File: config.mk
export PLATFORM = sky130hd
export DESIGN_NAME = norm_sel_gen
export DESIGN_NICKNAME = d
export VERILOG_FILES = /design/src/rtl/norm_sel_gen.sv
export SDC_FILE = /design/constraint.sdc
export NUM_CORES = 1
export LEC_CHECK = 0
export BUFFER_PORTS_ARGS = -buffer_cell sky130_fd_sc_hd__buf_2
export CAP_MARGIN = 10
export CORE_MARGIN = 8
export CORE_UTILIZATION = 39
export DETAILED_ROUTE_END_ITERATION = 8
export HOLD_SLACK_MARGIN = 0.08
export SLEW_MARGIN = 30
export SYNTH_ARGS = -nofsm -noshare
export SYNTH_HDL_FRONTEND = slang
export SYNTH_SLANG_ARGS = --single-unit
File: constraint.sdc
create_clock -name iClk -period 3.6 [get_ports iClk]
set_clock_uncertainty 0.15 [all_clocks]
set_input_delay 0.18 -clock iClk [delete_from_list [all_inputs] [get_ports iClk]]
set_output_delay 0.18 -clock iClk [all_outputs]
set_load 0.005 [all_outputs]
File: src/rtl/norm_sel_gen.sv
// Leading-nonzero-pair select generator for the FP normalizer: scans the
// mantissa one 2-bit group per clock, MSB group first, behind valid/ready handshakes.
module norm_sel_gen #(
  parameter int unsigned N_GROUPS = 8,
  parameter int unsigned SEL_W    = 3
) (
  input  logic                  iClk,
  input  logic                  iRst,
  input  logic                  iValid,
  output logic                  oReady,
  input  logic [2*N_GROUPS-1:0] iData,
  output logic                  oValid,
  input  logic                  iReady,
  output logic [SEL_W-1:0]      oSel,
  output logic [1:0]            oPair,
  output logic [SEL_W:0]        oShift,
  output logic [2*N_GROUPS-1:0] oNorm,
  output logic                  oZero
);

  localparam int unsigned DW = 2 * N_GROUPS;

  typedef enum logic [1:0] {IDLE, SCAN, DONE} state_e;

  state_e          state_q, state_d;
  logic [SEL_W-1:0] idx_q, idx_d;
  logic [DW-1:0]    data_q, data_d;
  logic             valid_q, valid_d;
  logic [SEL_W-1:0] sel_q, sel_d;
  logic [1:0]       pair_q, pair_d;
  logic [SEL_W:0]   shift_q, shift_d;
  logic [DW-1:0]    norm_q, norm_d;
  logic             zero_q, zero_d;

  logic [1:0]       grp;
  logic [SEL_W-1:0] inv_idx;
  logic [SEL_W:0]   shift_c;

  // Shift = two bits per skipped group, plus one when the leading pair is 2'b01.
  always_comb begin
    grp     = data_q[{idx_q, 1'b0} +: 2];
    inv_idx = SEL_W'(N_GROUPS - 1) - idx_q;
    shift_c = {inv_idx, 1'b0} + {{SEL_W{1'b0}}, (grp == 2'b01)};
  end

  always_ff @(posedge iClk) begin
    if (iRst) begin
      state_q <= IDLE;
      idx_q   <= SEL_W'(N_GROUPS - 1);
      data_q  <= '0;
      valid_q <= 1'b0;
      sel_q   <= '0;
      pair_q  <= '0;
      shift_q <= '0;
      norm_q  <= '0;
      zero_q  <= 1'b0;
    end else begin
      state_q <= state_d;
      idx_q   <= idx_d;
      data_q  <= data_d;
      valid_q <= valid_d;
      sel_q   <= sel_d;
      pair_q  <= pair_d;
      shift_q <= shift_d;
      norm_q  <= norm_d;
      zero_q  <= zero_d;
    end
  end

  always_comb begin
    state_d = state_q;
    idx_d   = idx_q;
    data_d  = data_q;
    valid_d = valid_q;
    sel_d   = sel_q;
    pair_d  = pair_q;
    shift_d = shift_q;
    norm_d  = norm_q;
    zero_d  = zero_q;
    case (state_q)
      IDLE: begin
        if (iValid) begin
          data_d  = iData;
          idx_d   = SEL_W'(N_GROUPS - 1);
          state_d = SCAN;
        end
      end
      SCAN: begin
        if (grp != 2'b00) begin
          state_d = DONE;
          sel_d   = idx_q;
          pair_d  = grp;
          shift_d = shift_c;
          norm_d  = data_q << shift_c;
          zero_d  = 1'b0;
          valid_d = 1'b1;
        end else if (idx_q == '0) begin
          state_d = DONE;
          sel_d   = '0;
          pair_d  = '0;
          shift_d = '0;
          norm_d  = '0;
          zero_d  = 1'b1;
          valid_d = 1'b1;
        end else begin
          idx_d = idx_q - SEL_W'(1);
        end
      end
      DONE: begin
        if (iReady) begin
          valid_d = 1'b0;
          state_d = IDLE;
        end
      end
      default: state_d = IDLE;
    endcase
  end

  always_comb begin
    oReady = (state_q == IDLE);
    oValid = valid_q;
    oSel   = sel_q;
    oPair  = pair_q;
    oShift = shift_q;
    oNorm  = norm_q;
    oZero  = zero_q;
  end

endmodule
; ---- Yosys cells after proc, flatten, opt, wreduce, memory -nomap -nowiden
; Index checks and enable logic that the tools add are counted.
[classes]
add_sub_neg = 3
multipliers = 0
div_mod_pow = 0
n_lt_le_gt_ge = 0
n_eq_ne = 8
shift = 2
n_mux = 22
bitwise_logic = 0
n_reduce_logical = 11
[ops]
columns = op, n
row1 = two-way mux 16 bit, 2
row2 = variable part select 16 x 5 -> 2 bit, 1
row3 = left shift 16 x 4 -> 16 bit, 1
row4 = two-way mux 3 bit, 5
row5 = two-way mux 2 bit, 6
row6 = two-way mux 4 bit, 2
row7 = != test 2 bit (second input constant), 4
row8 = nonzero test 2 bit, 4
row9 = case mux 2 bit (3 select lines), 1
row10 = case mux 3 bit (2 select lines), 1
row11 = AND reduction 3 bit, 2
row12 = adder 4 x 1 -> 4 bit, 1
row13 = == test 2 x 1 -> 1 bit (second input constant), 2
row14 = two-way mux 1 bit, 4
row15 = AND reduction 2 bit, 2
row16 = AND reduction 4 bit, 1
row17 = zero test 3 bit, 1
row18 = != test 3 bit (second input constant), 1
row19 = subtractor 3 x 1 -> 3 bit (second input constant), 1
row20 = subtractor 3 bit (first input constant), 1
row21 = == test 2 bit (second input constant), 1
row22 = zero test 2 bit, 1
row23 = case mux 1 bit (2 select lines), 1
[word_totals]
ff_bits = 48
latch_bits = 0
ramBits = 0
mem_bits_ro = 0
out_inout_bits = 28
elab_cells = 55
memories = 0

; ---- Depth between registers and ports, before layout
[depth]
depth_word = 5
depth_mapped = 10

; ---- Least setup slack after synthesis
; OpenSTA, ideal clock, no wires.
[synth_timing]
path_kind = register to register
startpoint = register idx_q[1]
endpoint = register norm_q[12] (netlist: oNorm[12])
t_arrival_ns = 2.286
required_ns = 3.318
slack_ns = 1.032
path_stages_with_launch = 9
n_path_buf = 2
period_less_slack_ns = 2.568
path_cell_list = dfxtp_1 -> buf_6 -> mux4_2 -> mux2_4 -> nand2_4 -> buf_12 -> mux4_2 -> a22oi_2 -> a211oi_2
[synth_between]
elab_chain_len = 5
elab_cells_between_ends = 10
[synth_rtl]
columns = element, line
row1 = "start, declared", 26  ; logic [SEL_W-1:0] idx_q, idx_d;
row2 = "start signal, assigned", 49  ; idx_q <= SEL_W'(N_GROUPS - 1);
row3 = "start signal, assigned", 59  ; idx_q <= idx_d;
row4 = variable part select 16 x 5 -> 2 bit, 41  ; grp = data_q[{idx_q, 1'b0} +: 2];
row5 = == test 2 x 1 -> 1 bit, 43  ; shift_c = {inv_idx, 1'b0} + {{SEL_W{1'b0}}, (grp == 2'b01)};
row6 = adder 4 x 1 -> 4 bit, 43
row7 = left shift 16 x 4 -> 16 bit, 94  ; norm_d = data_q << shift_c;
row8 = two-way mux 16 bit, 89  ; if (grp != 2'b00) begin
row9 = "end signal, assigned", 65  ; norm_q <= norm_d;
row10 = "end, declared", 32  ; logic [DW-1:0] norm_q, norm_d;
; Parallel ways exist; a longest one is shown, timed or not.
; A chain may end at the register's enable or synchronous reset.

; ---- Final worst setup path
[layout_timing]
startpoint = register idx_q[1]
endpoint = register norm_q[11] (netlist: oNorm[11])
; Same word-level chain as after synthesis.

==> summary.txt <==
Synthesis
  • Synth Area in Adders: 0.966%
  • Gate Count Post-Synth: 298
  • Synthesis-stage register bit count: 48
  • Netlist cell types: 54
  • Post-synthesis mux area share: 14.2%
  • Synthesized area: 0.00259 mm^2
  • Top FF cell, synth: dfxtp_1
  • EDFF count, synth: 0
  • Post-synthesis compound-gate area fraction: 21.4%
  • Fraction of synthesized cell area in xor and xnor cells: 0.338%
  • Post-Synth Simple-Gate Area: 20.5%
  • Post-synthesis average cell area: 8.70 um^2
  • Combinational family with the most area after synthesis: compound AO/OA/AOI/OAI gates
  • Yosys Warn Count: 0
  • Post-synth ARST share: 0%
  • Syn Nets: 320
  • Sequential-to-total area share from yosys stat: 37.1%

Cells and area
  • Final core utilization: 48.6%
  • Share of layout cells above drive strength 1: 24.2%
  • Design area: 0.00310 mm^2
  • Net count, final: 377
  • Cell Count, Final, Fillers Out: 432
  • Area Growth Syn to Fin: 19.7%
  • # diodes: 0

Worst setup path
  • Critical Path AT: 2820 ps
  • Worst Setup End Kind: flip-flop
  • Kind of critical path: flip-flop to flip-flop
  • CP top delay family: multiplexers
  • Critical-path top delay cell: mux4_2
  • Delay of the slowest cell on the worst path: 560 ps
  • Startpoint Class: flip-flop
  • Req. time, crit path: 3600 ps
  • Ordered list of cells on the worst path: mux4_2, mux2_4, nand2_4, mux4_2, a22oi_1, a311oi_1
  • Crit-path max FO: 12
  • Worst Path Buf+Inv: 0
  • CP most frequent cell: mux4_2

Clocking
  • Clock buffer depth: 2
  • Clock buffer count from CTS: 5
  • Root buf cell: clkbuf_8
  • Clk_lat worst skew: 300 ps
  • Clock-pin slew on the worst setup and hold paths: 90 ps
  • TritonCTS Sinks: 48
  • TritonCTS clock tree: built
  • Setup Buffers After CTS: 0
  • H-tree depth: 2

Timing
  • Setup violators final: 0
  • Fmax: 355 MHz
  • WHS: 302 ps
  • Final worst slack: 783 ps
  • Crit path time final: 2820 ps
  • Pins Over Slew Limit: 0
  • Fin crit share: 78.3%
  • Setup Total Neg Slack: 0 ps
  • Slew at the pin closest to its max-slew limit: 900 ps
  • RSZ-0062 raised after global routing: no
  • Worst relative slew slack: 40.0%
  • Final number of hold-violating endpoints: 0

Floorplan
  • Core Region: 0.00639 mm^2
  • Die W: 97.5 um
  • Die Y-Extent: 97.5 um
  • Die area: 0.00951 mm^2
  • Initial Util: 40.6%
  • Num rows: 29
  • Io pins: 48

Global routing
  • Antenna violations before repair: 0
  • GRT Total Usage: 15.2%
  • First-pass GRT wire length: 12,300 um
  • Vias in the first global route: 2,403
  • Overflow after GRT: 0
  • Largest net degree at the start of global routing: 48

Drt
  • Vias per cell: 5.56
  • DRC Markers: 0
  • Detailed Routing Iterations Pass 1: 4
  • Routed Antenna Nets: 0
  • Vias: 2,404
  • Avg WL per Cell: 16.7 um
  • DR iter-0 viols: 153
  • DRT Wirelength: 7220 um

Placed design
  • Post-DP HPWL: 5200 um
  • Port bufs: 47
  • Dpl cell area: 0.00285 mm^2
  • Worst slack, placed: 772 ps
  • Placed cells: 407
  • Final Wtd Congestion: 0.901

Pwr
  • LEAKAGE: 1.24 nW
  • Power density over the cells: 391 mW/mm^2
  • Power Total: 1.21 mW
  • VDD IR max: 0.322 mV

Outcome
  • Outcome: finished, final reports clean

Hold path
  • Hold Path Class: flip-flop to flip-flop

Flow run
  • Number of max-cap violations: 0
-- where the power goes --
part	internal, mW	leakage, nW	switching [mW]
registers	0.562	0.391	0.0360
clock network	0.132	0.0410	0.174
logic	0.131	0.806	0.177
-- cells in the final DEF (no fill, tap or decap), drive strengths merged, types with 3 or more instances in the layout --
master	synthesis	final
a211oi	6	6
a21oi	27	27
a22o	4	4
a22oi	12	12
a311oi	3	3
a32oi	3	3
buf	8	53
clkbuf	13	6
dfxtp	48	48
dlygate4sd3	0	18
inv	5	5
mux2	3	3
mux2i	9	9
mux4	10	10
nand2	57	57
nand3	5	5
nor2	34	34
nor3	6	6
o21ai	6	6
o22ai	3	3
o2bb2ai	3	3
or3	3	3
-- cells in the mapped netlist, drive strengths merged (4+ instances only) --
| cell type | instances | area share (%) |
|---|---|---|
| inv | 5 | 0.72 |
| a21oi | 27 | 5.2 |
| nand3 | 5 | 0.97 |
| o21ai | 6 | 1.2 |
| a22oi | 12 | 3.7 |
| nor2 | 34 | 5.0 |
| a211oi | 6 | 2.1 |
| nor3 | 6 | 1.4 |
| mux4 | 10 | 8.7 |
| nand2 | 57 | 8.5 |
| clkbuf | 13 | 1.9 |
| dfxtp | 48 | 37 |
| mux2i | 9 | 4.0 |
| a22o | 4 | 1.4 |
| buf | 8 | 2.8 |
-- registers in the layout (all words and copies together) (netlist names) --
signal	count
oSel	3
data_q	16
idx_q	3
state_q	2
oNorm	16
oZero	1
oShift	4
oValid	1
oPair	2
-- worst reg2reg max path, cell delays in order (launching register included) --
cell      delay (ps)
dfxtp_1          490
mux4_2           550
mux2_4           360
nand2_4          220
mux4_2           560
a22oi_1          230
a311oi_1         110
-- logic make-up after synthesis --
kind of cell,after synthesis
simple gates,120
compound gates,79
flops,48
buf+inv,26
mux,22
fa+ha+maj,2
xor+xnor,1
-- layer usage --
layer,part of all wire [%],up-vias,GRT usage (%)
met3,6.6,8,4.05
met2,44,75,23.4
met5,0,-,0
li1,-,1193,-
met4,0.69,0,3.26
met1,49,1128,20.7
-- what timing repair did --
item / 4_1_cts / 5_1_grt
resized for setup: 0 / 0
endpoints found under the hold margin: 19 / 0
hold buffers: 18 / 0
-- cell type report --
class / count / area (um^2)
clock buffer: 6 / 72.6
clock inverter: 1 / 5.00
fill: 639 / 3280
inverter: 5 / 18.8
multi-input combinational: 224 / 1490
sequential: 48 / 961
tap: 77 / 96.3
timing repair buffer: 71 / 460
-- worst paths after layout --
kind	start	end	slack [ps]	cells past startpoint
worst min register to register	oNorm[0]$_SDFFE_PP0P_	oNorm[0]$_SDFFE_PP0P_	300	2
worst max register to register	idx_q[1]$_SDFFE_PP1P_	oNorm[11]$_SDFFE_PP0P_	780	6
worst max-delay path	idx_q[1]$_SDFFE_PP1P_	oNorm[11]$_SDFFE_PP0P_	780	6
worst min-delay path	oNorm[0]$_SDFFE_PP0P_	oNorm[0]$_SDFFE_PP0P_	300	2
(Power assumes the default switching activity.)
